===== src/rtl/downcounter_pwm_if.sv =====
// downcounter_pwm_if: bus between a waveform generator and its timing core.
//   master (parent):  drives enable, duty_cycle; receives zero, pwm_out
//   slave  (core):    receives enable, duty_cycle; drives zero, pwm_out
interface downcounter_pwm_if #(
    parameter int WIDTH = 8
);
    logic             enable;
    logic [WIDTH-1:0] duty_cycle;
    logic             zero;
    logic             pwm_out;
    modport master (output enable, duty_cycle, input zero, pwm_out);
    modport slave  (input enable, duty_cycle, output zero, pwm_out);
endinterface


===== src/rtl/downcounter_pwm.sv =====
// downcounter_pwm: programmable tick downcounter plus WIDTH-bit PWM modulator.
//   clk    : system clock, all state on rising edge
//   reset  : asynchronous active-high reset
//   bus    : downcounter_pwm_if.slave (enable, duty_cycle in; zero, pwm_out out)
//   DOWNCOUNTER_PWM_SHADOW_EN: when defined, duty is latched into a shadow
//   register at each PWM period boundary (and while disabled).
module downcounter_pwm #(
    parameter int PERIOD = 100,
    parameter int WIDTH  = 8
) (
    input logic               clk,
    input logic               reset,
    downcounter_pwm_if.slave  bus
);
    localparam int CW = (PERIOD > 1) ? $clog2(PERIOD) : 1;
    localparam logic [CW-1:0] RELOAD = CW'(PERIOD - 1);

    if (PERIOD < 1) begin : g_bad_period
        $error("downcounter_pwm: PERIOD must be >= 1");
    end
    if (WIDTH < 1) begin : g_bad_width
        $error("downcounter_pwm: WIDTH must be >= 1");
    end

    logic [CW-1:0]    cnt_q, cnt_d;
    logic [WIDTH-1:0] pcnt_q, pcnt_d;
    logic             pwm_q, pwm_d;
    logic [WIDTH-1:0] duty_eff;

    // Disabling reloads the tick counter so a restart is phase-aligned.
    always_comb begin
        cnt_d  = (!bus.enable || cnt_q == '0) ? RELOAD : cnt_q - CW'(1);
        pcnt_d = bus.enable ? pcnt_q + WIDTH'(1) : '0;
        pwm_d  = bus.enable && (pcnt_q < duty_eff);
    end

    always_ff @(posedge clk or posedge reset) begin
        if (reset) begin
            cnt_q  <= RELOAD;
            pcnt_q <= '0;
            pwm_q  <= 1'b0;
        end else begin
            cnt_q  <= cnt_d;
            pcnt_q <= pcnt_d;
            pwm_q  <= pwm_d;
        end
    end

`ifdef DOWNCOUNTER_PWM_SHADOW_EN
    logic [WIDTH-1:0] shadow_q, shadow_d;
    // Load at the last count of a PWM period so the new duty starts cleanly.
    always_comb shadow_d = (!bus.enable || pcnt_q == '1) ? bus.duty_cycle : shadow_q;
    always_ff @(posedge clk or posedge reset) begin
        if (reset) shadow_q <= '0;
        else       shadow_q <= shadow_d;
    end
    assign duty_eff = shadow_q;
`else
    assign duty_eff = bus.duty_cycle;
`endif

    // Gated by reset so PERIOD=1 (cnt held at 0) never ticks during reset.
    assign bus.zero    = bus.enable && !reset && cnt_q == '0;
    assign bus.pwm_out = pwm_q;
endmodule


===== src/flat_wrapper.sv =====
// flat-port wrapper written by rule: the top's interface ports become plain ports
module downcounter_pwm_flat 
#(
    parameter int PERIOD = 100,
    parameter int WIDTH  = 8
)
  (clk, reset, bus_enable, bus_duty_cycle, bus_zero, bus_pwm_out);
  downcounter_pwm_if #(.WIDTH(WIDTH)) bus_i ();
  input logic clk;
  input logic reset;
  input wire logic [$bits(bus_i.enable)-1:0] bus_enable;
  input wire logic [$bits(bus_i.duty_cycle)-1:0] bus_duty_cycle;
  output wire logic [$bits(bus_i.zero)-1:0] bus_zero;
  output wire logic [$bits(bus_i.pwm_out)-1:0] bus_pwm_out;
  assign bus_i.enable = bus_enable;
  assign bus_i.duty_cycle = bus_duty_cycle;
  assign bus_zero = bus_i.zero;
  assign bus_pwm_out = bus_i.pwm_out;
  downcounter_pwm #(.PERIOD(PERIOD), .WIDTH(WIDTH)) u_core (.clk(clk), .reset(reset), .bus(bus_i));
endmodule

===== config.mk =====
export PLATFORM = sky130hd
export DESIGN_NAME = downcounter_pwm_flat
export DESIGN_NICKNAME = d
export VERILOG_FILES = /design/src/rtl/downcounter_pwm_if.sv /design/src/rtl/downcounter_pwm.sv /design/src/flat_wrapper.sv
export SDC_FILE = /design/constraint.sdc
export NUM_CORES = 1
export LEC_CHECK = 0
export ABC_AREA = 1
export BUFFER_PORTS_ARGS = -buffer_cell sky130_fd_sc_hd__buf_4
export CORE_UTILIZATION = 59
export CTS_BUF_LIST = sky130_fd_sc_hd__clkbuf_4 sky130_fd_sc_hd__clkbuf_8 sky130_fd_sc_hd__clkbuf_16
export DETAILED_ROUTE_END_ITERATION = 7
export PLACE_DENSITY = 0.86
export SYNTH_ARGS = -nofsm -noshare
export SYNTH_HDL_FRONTEND = slang
export SYNTH_SLANG_ARGS = --single-unit

===== constraint.sdc =====
create_clock -name clk -period 2.82 [get_ports clk]
set_clock_uncertainty 0.05 [all_clocks]
set_input_delay 0.282 -clock clk [delete_from_list [all_inputs] [get_ports clk]]
set_output_delay 0.282 -clock clk [all_outputs]
set_load 0.03 [all_outputs]

# [Yosys cells after proc, flatten, opt, wreduce, memory -nomap -nowiden]
# Index checks and enable logic that the tools add are counted.
[classes] n_addsub=2 n_lt_le_gt_ge=1 muxes=2 reduce_logical=7
[op_table] operator="$add 8x1->8 const B" count=1
[op_table] operator="$lt 8x8->1" count=1
[op_table] operator="$mux 8" count=1
[op_table] operator="$logic_not 7->1" count=1
[op_table] operator="$mux 7" count=1
[op_table] operator="$sub 7x1->7 const B" count=1
[op_table] operator="$logic_and 1x1->1" count=3
[op_table] operator="$logic_not 1->1" count=2
[op_table] operator="$logic_or 1x1->1" count=1
[totals] register_bits=16 in_bits=11

# [Longest topological paths before layout]
# Gate-level depths: netlist (run 1).
[depth] word_depth=3 mapped_depth=7

# [Worst setup path before layout (run 1)]
# OpenSTA, ideal clock, no wires.
[synth_path] kind="reg-to-output" from="register u_core.cnt_q[0]" to="output port bus_zero" t_arrival_ns=1.354 t_required_ns=2.488 slack_ns=1.134 path_stages_with_launch=5 path_cell_list="dfstp_2 -> inv_1 -> ha_1 -> nand4_1 -> nor3_1"
[synth_via] elab_chain_cells=2
[synth_rtl] item="from (decl)" line_no="downcounter_pwm.sv:25" rtl="logic [CW-1:0] cnt_q, cnt_d;"
[synth_rtl] item="from (signal assigned)" line_no="downcounter_pwm.sv:43" rtl="cnt_q <= cnt_d;"
[synth_rtl] item="$logic_not 7->1" line_no="downcounter_pwm.sv:63" rtl="assign bus.zero = bus.enable && !reset && cnt_q == '0;"
[synth_rtl] item="$logic_and 1x1->1" line_no="downcounter_pwm.sv:63"
[synth_rtl] item="to (decl)" line_no="flat_wrapper.sv:13" rtl="output wire logic [$bits(bus_i.zero)-1:0] bus_zero;"
# Every way passes these cells.

# [Final worst setup path (run 1)]
# Ends and elaborated chain as after synthesis.

==> results of run 1 <==
==> power by group through the flow <==
stage / Sequential (W) / Clock [W] / Combinational [W]
2_1_floorplan: 0.000254 / 0 / 0.0000389
3_3_place_gp: 0.000254 / 0 / 0.0000598
3_5_place_dp: 0.000254 / 0 / 0.0000635
4_1_cts: 0.000250 / 0.000139 / 0.0000638
5_1_grt: 0.000252 / 0.000153 / 0.0000738
6_report: 0.000250 / 0.000136 / 0.0000628
==> metal layers <==
layer | vias to the layer above | routed length [um] | global-route usage
met2 | 23 | 861 | 0.428
met1 | 348 | 751 | 0.264
met5 | - | 0 | 0
met4 | 0 | 28 | 0.129
li1 | 399 | - | -
met3 | 6 | 96 | 0.0696
==> critical path, cell delays in order, from the launching register on <==
cell	delay, ns
dfstp_2	0.53
inv_1	0.08
ha_1	0.21
nand4_1	0.12
nor3_1	0.06
buf_4	0.17
==> cells by family after synthesis <==
kind of cell,synth area share
AOI/OAI and AO/OA,0.0595
adders and majority gates,0.135
and+or+nand+nor,0.246
xor gates and xnor gates,0.0284
buffers and inverters,0.0932
DFF,0.438
==> layout by cell type, fill, tap and decap left out, drive strengths merged <==
| master | count |
|---|---|
| nand4 | 3 |
| ha | 10 |
| dfstp | 4 |
| o21ai | 4 |
| dfrtp | 12 |
| nand3 | 6 |
| inv | 23 |
| nor3 | 3 |
| xor2 | 3 |
| a21oi | 7 |
| clkbuf | 4 |
| nor2 | 16 |
| or2 | 1 |
| nand2 | 24 |
| buf | 12 |
==> cell type report <==
cell class                      count  share of cell area
Clock buffer                        4              0.0282
Inverter                           23              0.0811
Multi-Input combinational cell     77               0.408
Sequential cell                    16               0.381
Tap cell                           15              0.0176
Timing Repair Buffer               12              0.0846
==> worst paths after layout <==
kind / endpoint / depth (start not counted) / slack, ns / startpoint
min in group clk: u_core.pcnt_q[1] / 3 / 0.19 / bus_enable
hold / removal: u_core.cnt_q[2] / 2 / 0.01 / reset
hold reg to reg: u_core.cnt_q[0] / 1 / 0.41 / u_core.cnt_q[0]
max in group asynchronous: u_core.cnt_q[3] / 2 / 2.32 / reset
setup reg to reg: u_core.cnt_q[2] / 4 / 1.46 / u_core.cnt_q[0]
setup / recovery: bus_zero / 5 / 1.03 / u_core.cnt_q[0]
==> sequential cells by signal, indices dropped and copies added, names as in the netlist <==
signal	cells
u_core.pcnt_q	8
u_core.bus.pwm_out	1
u_core.cnt_q	7
==> metrics by stage <==
stage          power, W  hold WS [ns]
2_1_floorplan  0.000293         0.143
3_3_place_gp   0.000314         0.341
3_5_place_dp   0.000318         0.348
4_1_cts        0.000453        0.0291
5_1_grt        0.000479        0.0634
6_report       0.000450        0.0142
==> metrics.md, run 1 <==
| Metric | Value |
|---|---|
| Root Buffer | clkbuf_4 |
| Sw Ratio | 0.259 |
| # placed instances | 143 |
| Peak supply drop | 377 uV |
| Avg Cell Area, Syn | roughly 8.0 um2 |
| Final hold violation count | 0 |
| Mapped Cells | 116 |
| Largest net degree at the start of global routing | 17 |
| Area growth syn-to-layout | 15.0% |
| Min Clock Period, post-route | 1.79 ns |
| Clock-pin slew on the worst setup and hold paths | 0.09 ns |
| Setup TNS | 0 ns |
| Top post-synthesis cells by area | dfrtp_1 32%, ha_1 14%, dfstp_2 11%, nand2_1 9.3%, inv_1 8.9% |
| Cell Area, Synth | 926 um2 |
| Share of cells above drive strength 1 | 0.189 |
| Final period util | 0.634 |
| Rows | 13 |
| Combinational share of power | 0.140 |
| Worst setup margin | 1.03 ns |
| H-tree depth | 1 |
| Post-route cell area | 1060 um2 |
| Vias per cell | 5.28 |
| Internal power | 0.000333 W |
| Top cells by count, synth | 23 x nand2_1, 22 x inv_1, 14 x nor2_1 |
| Synth unique cells | 16 |
| Max Fanout on Critical Path | 4 |
| Clock buffer depth | 2 |
| Routed WL per cell | 11.8 um |
| Count leader, synth | nand2_1 |
| Pins Over Slew Limit | 0 |
| Clock Latency Late Sink | 0.29 ns |
| Worst EP arrival | approximately 1.5 ns |
| Number of fill cells in the layout | 106 |
| Gr ovfl total | 0 |
| Dominant synthesized flop cell | dfrtp_1 |
| Pwr Density | roughly 420 nW/um2 |
| DRT iter0 DRCs | 11 |
| Initial core utilization | 0.670 |
| DR DRC count | 0 |
| LEAKAGE | 0.599 nW |
| Post-CTS Resized | 0 |
| Global-route wire length before repair | 3.15 mm |
| Kind of critical path | reg2out |
| Seq/Total Area, Yosys | 0.438 |
| Clk sink count | 16 |
| Max Cap Violations | 0 |
| CORE AREA | 1380 um2 |
| Synth Register Bits | 16 |
| Post-synth EDFFs | 0 |
| Post-CTS Hold Buffers | 0 |
| Worst Hold Class | in2async |
| Final GP Congestion | 0.868 |
| Final core utilization | 0.770 |
| Share of the synthesized area in the top cell type | 0.324 |
| CP Data Required Time | 2.49 ns |
| Vias in the first global route | 797 |
| Unrepaired setup endpoints after global routing | false |
| Setup Fix Bufs, Post-CTS | 0 |
| Total number of vias | 776 |
| Clock group share of total power | 0.303 |
| FF/Latch Area | 405 um2 |
| Port Buffers | 12 |
| Element type at the critical path end | output port |
| FMAX | 560 MHz |
| Chip Width | 41.6 um |
| Largest area contributor in the netlist | dfrtp_1 |
| CP Launch Type | flop |
| TritonRoute pass-1 iters | 4 |
| Final #Nets | 154 |
| Status | completed |
| Fin cells | around 150 |
| Antenna Cells | 0 |
| Gr usage total | 0.245 |
| CTS tree | yes |
| Initial antenna violation count | 0 |
| FFs w/ async S/R, synth | 1.00 |
| Die ar. | approximately 1700 um2 |
| TritonCTS Buffers | 3 |
| Synth warn | 0 |
| I/O pin cnt | 13 |
| Final wirelength | 1.74 mm |
| Post-DRT Antenna Nets | 0 |
| Sw Pwr | between 0.0001 and 0.00015 W |
| Detailed-placement wirelength estimate | 1.33 mm |
| Seq pwr share | 0.557 |
| Syn nets | 137 |
| Multi-input gate area | 434 um2 |
| Setup WS pre-CTS | 1.36 ns |
| Height of the die | 41.6 um |
| Placed inst area | between 1000 and 1500 um2 |
| Worst Max-Slew Pin Slew | approximately 0.6 ns |
| Final setup viols | 0 |
| Slew HR | 0.604 |
Power figures use the tool's default switching activity.
==> inputs of run 2 (changes only) <==
--- a/config.mk
+++ b/config.mk
@@ -5,12 +5,12 @@
 export SDC_FILE = /design/constraint.sdc
 export NUM_CORES = 1
 export LEC_CHECK = 0
-export ABC_AREA = 1
+export ABC_AREA = 0
 export BUFFER_PORTS_ARGS = -buffer_cell sky130_fd_sc_hd__buf_4
-export CORE_UTILIZATION = 59
+export CORE_UTILIZATION = 54
 export CTS_BUF_LIST = sky130_fd_sc_hd__clkbuf_4 sky130_fd_sc_hd__clkbuf_8 sky130_fd_sc_hd__clkbuf_16
 export DETAILED_ROUTE_END_ITERATION = 7
-export PLACE_DENSITY = 0.86
+export PLACE_DENSITY = 0.8
 export SYNTH_ARGS = -nofsm -noshare
 export SYNTH_HDL_FRONTEND = slang
 export SYNTH_SLANG_ARGS = --single-unit
==> constraint.sdc (replaced) <==
create_clock -name clk -period 1.8 [get_ports clk]
set_clock_uncertainty 0.05 [all_clocks]
set_input_delay 0.18 -clock clk [delete_from_list [all_inputs] [get_ports clk]]
set_output_delay 0.18 -clock clk [all_outputs]
set_load 0.03 [all_outputs]
==> run 2 against run 1 <==
Against the previous run:
- the run now ends with negative setup slack left
- power is 62% higher
- setup slack worse by 1.1 ns
- die area is 6.8% higher
- first-iteration DRC count is 130% higher
- synthesized cell count is 22% lower
- count of clock-buffer cells in the layout stayed put
- via count is 1.7% lower
- cell area is 4.7% higher
- critical path depth is 2 lower
- wire length is 6.1% higher
- sequential cell count stayed put
==> metrics.md, run 2 <==
| Metric | Value |
|---|---|
| Status | finished with violations |
| Failing checks | negative setup slack |
| Clock Latency Late Sink | 0.29 ns (about the same) |
| Top cells by count, synth | 12 x dfrtp_1, 10 x ha_1, 10 x inv_1 |
| Cell Area, Synth | 908 um2 (-1.9%) |
| DR DRC count | 0 (unchanged) |
| Synth warn | 0 (unchanged) |
| TritonRoute pass-1 iters | 4 (unchanged) |
| Final hold violation count | 0 (unchanged) |
| Clk sink count | 16 (unchanged) |
| Share of the synthesized area in the top cell type | 0.331 (+0.00625) |
| Max Cap Violations | 0 (unchanged) |
| Kind of critical path | reg2out |
| Clock buffer depth | 2 (unchanged) |
| Port Buffers | 12 (unchanged) |
| Seq/Total Area, Yosys | 0.446 (+0.00844) |
| Worst Max-Slew Pin Slew | 0.599 ns (+0.00468 ns) |
| Final #Nets | 135 (-12%) |
| Worst Hold Class | in2reg |
| Vias in the first global route | 721 (-9.5%) |
| TritonCTS Buffers | 3 (unchanged) |
| Sw Ratio | 0.261 (+0.00200) |
| Synth Register Bits | 16 (unchanged) |
| Hold slack | 0.0410 ns (+0.0268 ns) |
| Final period util | 1.04 |
| Largest area contributor in the netlist | dfrtp_1 |
| Largest net degree at the start of global routing | 17 (unchanged) |
| Most common cell after layout, fill and taps aside | buf_4 |
| CP Data Required Time | 1.57 ns (-0.92 ns) |
| Worst EP arrival | 1.65 ns (+0.20 ns) |
| Syn nets | 112 (-18%) |
| Number of fill cells in the layout | 125 (+18%) |
| Biggest register | u_core.pcnt_q |
| Worst setup margin | -0.0771 ns (-1.11 ns) |
| Mapped Cells | 91 (-22%) |
| Final GP Congestion | 0.780 (-10%) |
| Gr ovfl total | 0 (unchanged) |
| Crit path largest cell delay | 0.56 ns (+0.03 ns) |
| Post-synth EDFFs | 0 (unchanged) |
| Total number of vias | 763 (-1.7%) |
| Post-DRT Antenna Nets | 0 (unchanged) |
| CORE AREA | 1540 um2 (+11%) |
| Peak supply drop | 459 uV (+22%) |
| Combinational share of power | 0.153 (+0.013) |
| Initial antenna violation count | 0 (unchanged) |
| Vias per cell | 5.91 (+12%) |
| Gr usage total | 0.231 (-0.0135) |
| Pwr Density | 652 nW/um2 (+54%) |
| Sw Pwr | 0.000190 W (+63%) |
| Final core utilization | 0.723 (-0.0469) |
| Unrepaired setup endpoints after global routing | true |
| Setup WS pre-CTS | 0.160 ns (-1.20 ns) |
| Height of the die | 43.0 um (+3.4%) |
| Detailed-placement wirelength estimate | 1.30 mm (-2.2%) |
| Pins Over Slew Limit | 0 (unchanged) |
| Top post-synthesis cells by area | dfrtp_1 33%, ha_1 14%, dfstp_2 12%, inv_1 4.1%, nor2_1 2.9% |
| Clock group share of total power | 0.301 (-0.002) |
| FMAX | approximately 530 MHz |
| Initial core utilization | 0.589 (-0.0804) |
| Internal power | 0.000537 W (+61%) |
| Dominant synthesized flop cell | dfrtp_1 |
| Global-route wire length before repair | 3.09 mm (-2.0%) |
| I/O pin cnt | 13 (unchanged) |
| Area growth syn-to-layout | 22.7% |
| Routed WL per cell | 14.3 um (+21%) |
| Element type at the critical path end | output port |
| CTS tree | yes |
| Final wirelength | 1.84 mm (+6.1%) |
| Max Fanout on Critical Path | 2 (-2) |
| Root Buffer | clkbuf_4 |
| Largest register FFs | 8 (unchanged) |
| Clock-pin slew on the worst setup and hold paths | 0.10 ns (about the same) |
| FFs w/ async S/R, synth | 1.00 (unchanged) |
| Share of cells above drive strength 1 | 0.265 (+0.0761) |
| Leading cell types in the layout, fill and taps excluded | 16 x buf_4, 12 x dfrtp_1, 10 x inv_1, 10 x ha_1, 7 x nor2_1 |
| Slew HR | 0.600 (-0.00312) |
| Antenna Cells | 0 (unchanged) |
| Critical Path, Cell by Cell | or4_4 -> nor4_4 -> buf_6 |
| CP max stage cell | or4_4 |
| LEAKAGE | 0.552 nW (-7.8%) |
| DRT iter0 DRCs | 25 (+14) |
| CP Launch Type | flop |
| Synth unique cells | 31 (+15) |
| Final setup viols | 1 (+1) |
| Die ar. | 1850 um2 (+6.8%) |
| Chip Width | 43.0 um (+3.4%) |
| H-tree depth | 1 (unchanged) |
| Count leader, synth | dfrtp_1 |
| Seq pwr share | 0.546 (-0.011) |
| Rows | 14 (+1) |
| Min Clock Period, post-route | 1.88 ns |
| Avg Cell Area, Syn | 9.98 um2 (+25%) |
==> run 2: cells by family (layout without fill, tap and decap cells) <==
family,after synthesis,after routing,synth area share
AOI/OAI and AO/OA,17,17,0.120
xor gates and xnor gates,6,6,0.0579
adders and majority gates,10,10,0.138
buffers and inverters,11,33,0.0455
DFF,16,16,0.446
and+or+nand+nor,31,31,0.193
==> run 2: path summary, 6_finish.rpt <==
path                                  startpoint                  to  slack, ns  cells past startpoint
max in group asynchronous                  reset    u_core.pcnt_q[4]       0.81                      3
min in group asynchronous                  reset    u_core.pcnt_q[1]       0.51                      3
worst min-delay path                  bus_enable     u_core.cnt_q[6]       0.04                      2
worst max-delay path             u_core.cnt_q[4]            bus_zero      -0.08                      3
worst max register to register  u_core.pcnt_q[3]  u_core.bus.pwm_out       0.10                      4
worst min register to register   u_core.cnt_q[0]     u_core.cnt_q[0]       0.43                      1
==> run 2: repair_timing <==
action	4_1_cts	5_1_grt
pin swaps	1	1
setup endpoints to repair	1	1
endpoints found under the hold margin	12	0
hold buffers	1	0
resized for setup	0	1
setup buffers	3	1
==> run 2: power by group through the flow <==
| stage | Clock [W] | Combinational (W) | Sequential (W) |
|---|---|---|---|
| finish | 0.000219 | 0.000111 | 0.000396 |
| global route | 0.000237 | 0.000125 | 0.000398 |
| floorplan | 0 | 0.0000601 | 0.000403 |
| detailed placement | 0 | 0.0000977 | 0.000405 |
| global placement | 0 | 0.0000953 | 0.000403 |
| CTS | 0.000219 | 0.000109 | 0.000395 |
==> run 2: metrics by stage <==
| stage | area, um2 | cells | power, W | TNS, ns |
|---|---|---|---|---|
| 2_1_floorplan | 923 | 91 | 0.000463 | 0 |
| 3_3_place_gp | 1040 | 120 | 0.000498 | 0 |
| 3_5_place_dp | 1040 | 120 | 0.000502 | 0 |
| 4_1_cts | 1100 | 128 | 0.000724 | -0.0657 |
| 5_1_grt | 1110 | 129 | 0.000759 | -0.106 |
| 6_report | 1110 | 129 | 0.000726 | -0.0771 |
==> run 2: routing by layer <==
metal	global-route usage	share of wire
met1	0.314	0.46
met2	0.370	0.50
met3	0.0383	0.029
met4	0.0909	0.011
met5	0	0
==> run 2: area by class of cell <==
type,instances,area (um2),share of cell area
clock buffer,4,30.0,0.0269
inverter,11,41.3,0.0370
multi-input combinational,64,477,0.428
sequential,16,405,0.364
tap,16,20.0,0.0180
timing repair buffer,18,141,0.127
==> run 2: worst max-delay path, delay by kind of cell, from the launching register on <==
kind,cells,cell delay (ns)
flops,1,0.41
buf+inv,1,0.16
simple gates,2,0.79
==> inputs of run 3 (changes only) <==
--- a/config.mk
+++ b/config.mk
@@ -11,6 +11,7 @@
 export CTS_BUF_LIST = sky130_fd_sc_hd__clkbuf_4 sky130_fd_sc_hd__clkbuf_8 sky130_fd_sc_hd__clkbuf_16
 export DETAILED_ROUTE_END_ITERATION = 7
 export PLACE_DENSITY = 0.8
+export REMOVE_ABC_BUFFERS = 1
 export SYNTH_ARGS = -nofsm -noshare
 export SYNTH_HDL_FRONTEND = slang
 export SYNTH_SLANG_ARGS = --single-unit
==> constraint.sdc (replaced) <==
create_clock -name clk -period 1.8 [get_ports clk]
set_clock_uncertainty 0.05 [all_clocks]
set_input_delay 0.36 -clock clk [delete_from_list [all_inputs] [get_ports clk]]
set_output_delay 0.36 -clock clk [all_outputs]
set_load 0.03 [all_outputs]
==> run 3 against run 2 <==
Against the previous run:
- first-iteration DRC count down 16%
- the flow still finishes with violations (negative setup slack)
- combinational power barely moved
- via count is 6.3% lower
- setup slack got worse by 0.22 ns
- critical endpoint unchanged
- die area did not move
- count of clock-buffer cells in the layout stayed put
- maximum frequency shrank 11%
- register-to-register slack gained 0.02 ns
- critical path type unchanged
- critical path depth is the same
- non-clock buffer count decreased by 1
- final cell count is 0.78% lower
- hold slack improved by 0.054 ns
==> metrics.md, run 3 (synthesized netlist as in run 2, its figures left out) <==
| Metric | Value |
|---|---|
| Unrepaired setup endpoints after global routing | true |
| Global-route wire length before repair | 2.97 mm (-4.0%) |
| Port Buffers | 12 (unchanged) |
| Multi-input gate area | 478 um2 (+0.26%) |
| H-tree depth | 1 (unchanged) |
| Most common cell after layout, fill and taps aside | buf_4 |
| Worst Reg-to-Reg Cells | 4 (unchanged) |
| Max Cap Violations | 0 (unchanged) |
| I/O pin cnt | 13 (unchanged) |
| Setup WS pre-CTS | 0.0487 ns (-0.112 ns) |
| Clk sink count | 16 (unchanged) |
| Leading cell types in the layout, fill and taps excluded | 17 x buf_4, 12 x dfrtp_1, 10 x inv_1, 10 x ha_1, 7 x nor2_1 |
| Hold slack | 0.0952 ns (+0.0542 ns) |
| Largest net degree at the start of global routing | 17 (unchanged) |
| TritonRoute pass-1 iters | 4 (unchanged) |
| Pwr Density | 667 nW/um2 (+2.4%) |
| Number of fill cells in the layout | 113 (-9.6%) |
| Setup TNS | -0.302 ns (-0.225 ns) |
| Initial core utilization | 0.589 (unchanged) |
| Worst EP arrival | 1.69 ns (+0.04 ns) |
| Antenna Cells | 0 (unchanged) |
| FF-to-FF End | u_core.bus.pwm_out |
| Max Fanout on Critical Path | 3 (+1) |
| Reg2Reg Launch Point | u_core.pcnt_q[3] |
| FF/Latch Area | 405 um2 (unchanged) |
| FMAX | 476 MHz (-11%) |
| Clock-pin slew on the worst setup and hold paths | 0.09 ns (about the same) |
| Routed WL per cell | 13.2 um (-7.6%) |
| Kind of critical path | reg2out |
| Crit path largest cell delay | 0.58 ns (+0.02 ns) |
| Critical Path, Cell by Cell | or4_4 -> nor4_4 -> buf_4 |
| Vias in the first global route | 681 (-5.5%) |
| CP Data Required Time | 1.39 ns (-0.18 ns) |
| DRT iter0 DRCs | 21 (-16%) |
| Gr usage total | 0.229 (-0.00240) |
| Post-DRT Antenna Nets | 0 (unchanged) |
| Largest register FFs | 8 (unchanged) |
| Failing checks | negative setup slack |
| CP Launch Type | flop |
| Pins Over Slew Limit | 0 (unchanged) |
| Clock buffer depth | 2 (unchanged) |
| Clock Latency Late Sink | 0.29 ns (about the same) |
| Final period util | 1.17 (+0.125) |
| Slew HR | 0.608 (+0.00740) |
| CORE AREA | 1540 um2 (unchanged) |
| Worst Max-Slew Pin Slew | 0.588 ns (-0.0111 ns) |
| Biggest register | u_core.pcnt_q |
| Peak supply drop | 520 uV (+13%) |
| CP max stage cell | or4_4 |
| Worst Hold Class | in2async |
| Final hold violation count | 0 (unchanged) |
| Gr ovfl total | 0 (unchanged) |
| Rows | 14 (unchanged) |
| Chip Width | 43.0 um (unchanged) |
| CTS tree | yes |
| Min Clock Period, post-route | 2.10 ns (+0.225 ns) |
| Final setup viols | 1 (unchanged) |
| Detailed-placement wirelength estimate | 1.30 mm (+0.27%) |
| Die ar. | 1850 um2 (unchanged) |
| Root Buffer | clkbuf_4 |
| Vias per cell | 5.59 (-5.6%) |
| Height of the die | 43.0 um (unchanged) |
| Status | finished with violations |
| Share of cells above drive strength 1 | 0.268 (+0.00237) |
| Final #Nets | 134 (-0.74%) |
| Area growth syn-to-layout | 22.0% |
| Final wirelength | 1.69 mm (-8.4%) |
| Total number of vias | 715 (-6.3%) |
| LEAKAGE | 0.551 nW (-0.22%) |
| Flop2flop setup slack | 0.12 ns (+0.02 ns) |
| DR DRC count | 0 (unchanged) |
| Initial antenna violation count | 0 (unchanged) |
| Worst setup margin | -0.302 ns (-0.225 ns) |
| Final GP Congestion | 0.846 (+8.5%) |
| Setup Fix Bufs, Post-CTS | 0 (-3) |
| Element type at the critical path end | output port |
| TritonCTS Buffers | 3 (unchanged) |
run 3: changes by cell type in the layout (fill, tap and decap cells not counted):
cell	delta
a2111oi_0	-1
a2111oi_1	+1
buf_4	+1
buf_6	-1
clkbuf_4	-1
clkbuf_8	+1
dlygate4sd3_1	-1
run 3: metrics by stage:
step                      area (um2)  std cells   util  power [W]
after global placement          1060        124  0.685   0.000501
after floorplan                  908         91      -   0.000461
after detailed placement        1060        124  0.685   0.000507
after global routing            1110        128  0.719   0.000775
final                           1110        128  0.719   0.000739
after CTS                       1100        128  0.713   0.000746
run 3: worst max-delay path, delay by kind of cell, from the launching register on:
kind | cells | cell delay (ns)
buffers and inverters | 1 | 0.20
flip-flops | 1 | 0.39
AND/OR/NAND/NOR | 2 | 0.82
run 3: where the power goes:
group | internal (W) | switching, W | leakage (nW)
Sequential | 0.000380 | 0.0000142 | 0.204
Combinational | 0.0000538 | 0.0000552 | 0.326
Clock | 0.000124 | 0.000113 | 0.0210
run 3: how the worst max path moves through the flow:
| stage | start | endpoint | slack (ns) | cells past startpoint |
|---|---|---|---|---|
| 4_1_cts | u_core.cnt_q[4] | bus_zero | -0.28 | 3 |
| 2_1_floorplan | u_core.cnt_q[4] | bus_zero | -0.53 | 2 |
| 6_report | u_core.cnt_q[4] | bus_zero | -0.30 | 3 |
| 3_5_place_dp | u_core.cnt_q[4] | bus_zero | 0.05 | 3 |
| 3_3_place_gp | u_core.cnt_q[4] | bus_zero | 0.04 | 3 |
| 5_1_grt | u_core.cnt_q[4] | bus_zero | -0.38 | 3 |
run 3: final cells by class:
type / count / share of cell area
well taps: 16 / 0.0181
flip-flops and latches: 16 / 0.366
multi-input cells: 64 / 0.431
inverters: 11 / 0.0372
repair buffers: 17 / 0.115
clock buffers: 4 / 0.0327
run 3: what timing repair did:
| action | in CTS | in global routing |
|---|---|---|
| resized for setup | 1 | 2 |
| hold buffers | 0 | 0 |
| setup endpoints to repair | 1 | 2 |
run 3: per-layer routing:
layer | vias to the layer above | wire [um] | global-route usage
met4 | 0 | 30 | 0.109
met2 | 13 | 759 | 0.355
met3 | 4 | 71 | 0.0766
met5 | - | 0 | 0
li1 | 364 | - | -
met1 | 334 | 829 | 0.287
